$ cat config.mk
export PLATFORM = sky130hd
export DESIGN_NAME = serial_add_ctrl
export DESIGN_NICKNAME = d
export VERILOG_FILES = /design/src/rtl/serial_add_pkg.sv /design/src/rtl/fa_df.sv /design/src/rtl/serial_add_ctrl.sv
export SDC_FILE = /design/constraint.sdc
export NUM_CORES = 1
export LEC_CHECK = 0
export CORE_MARGIN = 8
export CORE_UTILIZATION = 45
export CTS_CLUSTER_SIZE = 28
export DETAILED_ROUTE_END_ITERATION = 8
export GPL_TIMING_DRIVEN = 1
export PLACE_DENSITY = 0.8
export SYNTH_ARGS = -nofsm -noshare
export SYNTH_HDL_FRONTEND = slang
export SYNTH_SLANG_ARGS = --single-unit
$ cat constraint.sdc
create_clock -name clk -period 1.65 [get_ports clk]
set_input_delay 0.495 -clock clk [delete_from_list [all_inputs] [get_ports clk]]
set_output_delay 0.495 -clock clk [all_outputs]
set_load 0.05 [all_outputs]
$ cat src/rtl/serial_add_pkg.sv
// ============================================================================
// serial_add_pkg : shared state encoding and limits for serial_add_ctrl
// Rev 1.0
// ============================================================================
`default_nettype none

package serial_add_pkg;

    localparam int MAX_WIDTH = 32;

    typedef enum logic [1:0] {
        S_IDLE = 2'd0,
        S_RUN  = 2'd1,
        S_DONE = 2'd2
    } state_t;

endpackage

`default_nettype wire

$ cat src/rtl/fa_df.sv
// ============================================================================
// fa_df : dataflow 1-bit full adder
// Rev 1.0
// ============================================================================
`default_nettype none

module fa_df (
    input  logic a,
    input  logic b,
    input  logic cin,
    output logic sum,
    output logic cout
);

    logic w_p;

    assign w_p  = a ^ b;
    assign sum  = w_p ^ cin;
    assign cout = (a & b) | (cin & w_p);

endmodule

`default_nettype wire

$ cat src/rtl/serial_add_ctrl.sv
// ============================================================================
// serial_add_ctrl : bit-serial WIDTH-bit adder, one fa_df step per clock, LSB first
// Rev 1.0
// ============================================================================
`default_nettype none

module serial_add_ctrl
    import serial_add_pkg::*;
#(
    parameter int WIDTH = 8
) (
    input  logic             clk,
    input  logic             rst_n,
    input  logic             start,
    input  logic [WIDTH-1:0] a,
    input  logic [WIDTH-1:0] b,
    input  logic             cin,
    output logic             ready,
    output logic             busy,
    output logic             done,
    output logic [WIDTH-1:0] sum,
    output logic             cout
);

    localparam int                c_cnt_w    = (WIDTH > 1) ? $clog2(WIDTH) : 1;
    localparam logic [c_cnt_w-1:0] c_cnt_last = c_cnt_w'(WIDTH - 1);

    state_t             r_state;
    logic [WIDTH-1:0]   r_a_sh;
    logic [WIDTH-1:0]   r_b_sh;
    logic [WIDTH-1:0]   r_acc;
    logic [WIDTH-1:0]   r_sum;
    logic [c_cnt_w-1:0] r_cnt;
    logic               r_carry;
    logic               r_cout;
    logic               r_done;

    logic               w_s_bit;
    logic               w_c_bit;
    logic [WIDTH-1:0]   w_acc_next;

    fa_df u_fa (
        .a    (r_a_sh[0]),
        .b    (r_b_sh[0]),
        .cin  (r_carry),
        .sum  (w_s_bit),
        .cout (w_c_bit)
    );

    // New sum bit enters at the MSB so that after WIDTH steps bit 0 sits at the LSB.
    generate
        if (WIDTH == 1) begin : g_acc_w1
            assign w_acc_next = w_s_bit;
        end else begin : g_acc_wn
            assign w_acc_next = {w_s_bit, r_acc[WIDTH-1:1]};
        end
    endgenerate

    always_ff @(posedge clk or negedge rst_n) begin
        if (!rst_n) begin
            r_state <= S_IDLE;
            r_a_sh  <= '0;
            r_b_sh  <= '0;
            r_acc   <= '0;
            r_sum   <= '0;
            r_cnt   <= '0;
            r_carry <= 1'b0;
            r_cout  <= 1'b0;
            r_done  <= 1'b0;
        end else begin
            r_done <= 1'b0;
            case (r_state)
                S_IDLE, S_DONE: begin
                    if (start) begin
                        r_a_sh  <= a;
                        r_b_sh  <= b;
                        r_carry <= cin;
                        r_cnt   <= '0;
                        r_state <= S_RUN;
                    end else begin
                        r_state <= S_IDLE;
                    end
                end
                S_RUN: begin
                    r_acc   <= w_acc_next;
                    r_a_sh  <= r_a_sh >> 1;
                    r_b_sh  <= r_b_sh >> 1;
                    r_carry <= w_c_bit;
                    r_cnt   <= r_cnt + 1'b1;
                    if (r_cnt == c_cnt_last) begin
                        r_sum   <= w_acc_next;
                        r_cout  <= w_c_bit;
                        r_done  <= 1'b1;
                        r_state <= S_DONE;
                    end
                end
                default: r_state <= S_IDLE;
            endcase
        end
    end

    assign busy  = (r_state == S_RUN);
    assign ready = ~busy;
    assign done  = r_done;
    assign sum   = r_sum;
    assign cout  = r_cout;

endmodule

`default_nettype wire

==> flow_metrics.env <==
export IMPL_drc=0
export IMPL_cts_tree="yes"
export IMPL_pin_count=32
export IMPL_layout_filler_cells=309
export IMPL_grt_setup_unrepaired="false"
export IMPL_grt_max_degree=40
export IMPL_path_category_of_the_worst_min_delay_check="in2async"
export IMPL_width_of_the_chip_um=79.5
export IMPL_final_min_clock_period_ps=1570
export IMPL_numPlacedInstances=233
export IMPL_synth_ff_latch_count=39
export IMPL_worst_slew_pin_transition_ps=491
export IMPL_synthFlopType="sky130_fd_sc_hd__dfrtp_1"
export IMPL_power_density_cell_area_nw_per_um2=2050
export IMPL_clkTransAtPathRegs_ps=70
export IMPL_antenna_found_initial=0
export IMPL_timing_critical_path_from_type="flop"
export IMPL_cts_path_max_buffers=2
export IMPL_die_height_um=79.5
export IMPL_initial_cell_density_of_the_core=0.460
export IMPL_cp_arrival_ps=1070
export IMPL_power_mw=4.89
export IMPL_postSynth_asyncResetShare=1.00
export IMPL_floorplan_core_area_sq_um=3940
export IMPL_routed_wirelength_um=3630
export IMPL_most_used_standard_cell_by_instance_count_after_synthesis="sky130_fd_sc_hd__dfrtp_1"
export IMPL_worst_vdd_ir_uv=766
export IMPL_critical_path_class="reg2out"
export IMPL_worst_slack_ps=81.7
export IMPL_finClkSkew_ps=6.16
export IMPL_port_buffer_count=31
export IMPL_h_tree_depth=2
export IMPL_syn_instance_count=157
export IMPL_globalRouteTotalUtil=0.130
export IMPL_area_growth_pct=31.7
export IMPL_initialDrtViolationCount=162
export IMPL_p_leak_nw=1.07
export IMPL_status="finished clean"
export IMPL_detailedPlace_worstSlack_ps=-109
export IMPL_final_number_of_max_transition_violations=0
export IMPL_synthTopCellsByCount="sky130_fd_sc_hd__dfrtp_1, sky130_fd_sc_hd__nand2_1, sky130_fd_sc_hd__mux2i_1, sky130_fd_sc_hd__nor2b_1"
export IMPL_maxCapViolations=0
export IMPL_routed_wire_length_per_instance_um=15.0
export IMPL_dieArea_sq_um=6310
export IMPL_dpl_hpwl_um=2450
export IMPL_drive_above_1_share=0.224
export IMPL_worst_ep_required_time_ps=1150
export IMPL_clock_fmax_mhz=638
export IMPL_cts_inserted_buffers=5
export IMPL_diodes=0
export IMPL_final_setup_fails=0
export IMPL_root_buffer="sky130_fd_sc_hd__clkbuf_8"
export IMPL_max_slew_margin_vs_limit=0.673
export IMPL_synth_top_cell_area_share=0.539
export IMPL_clk_latency_ps=290
export IMPL_cts_resized_gates=0
export IMPL_place_gp_congestion=0.732
export IMPL_grt_overflow_total=0
export IMPL_final_nets=215
export IMPL_first_global_vias=1388
export IMPL_yosys_cell_types_count=27
export IMPL_finalHoldViolations=0
export IMPL_netlist_area_sq_um=1810
export IMPL_yosys_top_cells_area="sky130_fd_sc_hd__dfrtp_1, sky130_fd_sc_hd__mux2_4, sky130_fd_sc_hd__mux2i_1, sky130_fd_sc_hd__nand2_1, sky130_fd_sc_hd__a211oi_1"
export IMPL_grt_pass1_wl_um=6470
export IMPL_syn_nets=180
export IMPL_fin_setup_tns_ps=0
export IMPL_drtAntennaViolNets=0
export IMPL_timing_critical_path_to_type="output port"
export IMPL_placement_rows=23
export IMPL_synth_sequential_area_ratio=0.539
export IMPL_critical_path_peak_fanout=5
export IMPL_drtPass1Iterations=4
export IMPL_synth_enable_flop_cells=0
export IMPL_min_hold_slack_ps=239
export IMPL_syn_area_cell_sq_um=11.5
export IMPL_total_number_of_vias=1277
export IMPL_yosysWarningCount=0
export IMPL_clock_sinks=39
export IMPL_layoutNonFillerInstCount=242
export IMPL_vias_per_cell=5.28
export IMPL_post_synth_top_area_cell="sky130_fd_sc_hd__dfrtp_1"
export IMPL_finalCritPeriodShare=0.950
-- critical path, stage by stage (launching register included) --
cell and delay [ps]:
sky130_fd_sc_hd__dfrtp_1 380, sky130_fd_sc_hd__nand2b_4 200, sky130_fd_sc_hd__inv_8 80, sky130_fd_sc_hd__buf_12 130
-- what timing repair did --
action	4_1_cts	5_1_grt
hold buffers	0	0
setup buffers	2	0
endpoints found under the setup margin	1	0
-- cell families after synthesis --
kind of cell / share of synthesized area
and+or+nand+nor: 0.136
adders and majority gates: 0.0249
AOI/OAI and AO/OA: 0.108
xor gates and xnor gates: 0.00484
buffers and inverters: 0.0456
DFF: 0.539
muxes: 0.142
-- report_power, final --
group	total, mW	internal, mW	switching (mW)
clock	0.644	0.328	0.316
sequential	1.76	1.40	0.363
combinational	2.48	1.24	1.25
total	4.89	2.96	1.93
-- through the flow --
step                utilization  area, sq um
detailed placement        0.579         2280
global route              0.605         2390
floorplan                     -         1810
finish                    0.605         2390
CTS                       0.605         2390
global placement          0.579         2280
-- layout make-up --
type | instances | area, sq um | share of cell area
Inverter | 3 | 21.3 | 0.00891
Multi-Input combinational cell | 104 | 753 | 0.316
Timing Repair Buffer | 39 | 485 | 0.203
Clock inverter | 1 | 5.00 | 0.00210
Sequential cell | 39 | 976 | 0.409
Clock buffer | 6 | 82.6 | 0.0346
Tap cell | 50 | 62.6 | 0.0262
-- registers in the layout, indices dropped and copies added (netlist names) --
| name | cells |
|---|---|
| r_a_sh | 8 |
| r_b_sh | 8 |
| sum | 8 |
| r_acc | 7 |
| r_cnt | 3 |
| r_state | 2 |
| cout | 1 |
| done | 1 |
| r_carry | 1 |
-- routing by layer --
metal	routed length, um	vias to the layer above	GRT usage
met5	0	-	0
met1	1670	625	0.169
met4	68	0	0.0648
met3	179	7	0.0383
met2	1720	31	0.192
li1	-	614	-
-- placed cells by master, fill, tap and decap left out, drive strengths merged --
cell           netlist  final
a211oi               9      9
a21oi                9      9
a22o                 4      4
buf                  7     21
clkbuf               4      6
clkdlybuf4s50        0     18
clkinv               0      1
dfrtp               39     39
fa                   1      1
ha                   2      2
inv                  3      3
mux2                11     11
mux2i               10     10
nand2               22     22
nand2b               2      2
nand3                1      1
nor2                 8      8
nor2b               10     10
nor3                 6      6
o21ai                2      2
o22ai                6      6
xnor2                1      1
-- path summary, 6_finish.rpt --
| check | startpoint | to | slack, ps | cells past startpoint |
|---|---|---|---|---|
| max in group asynchronous | rst_n | r_a_sh[1]$_DFFE_PN0P_ | 1050 | 2 |
| min in group clk | r_acc[1]$_DFFE_PN0P_ | r_acc[1]$_DFFE_PN0P_ | 480 | 2 |
| max | r_state[1]$_DFFE_PN0P_ | busy | 80 | 3 |
| min | rst_n | sum[0]$_DFFE_PN0P_ | 240 | 2 |
| min reg2reg | r_acc[1]$_DFFE_PN0P_ | r_acc[1]$_DFFE_PN0P_ | 480 | 2 |
| max reg2reg | r_cnt[0]$_DFFE_PN0P_ | r_cnt[2]$_DFFE_PN0P_ | 140 | 4 |
No activity file was read; power rests on OpenSTA's default activity.
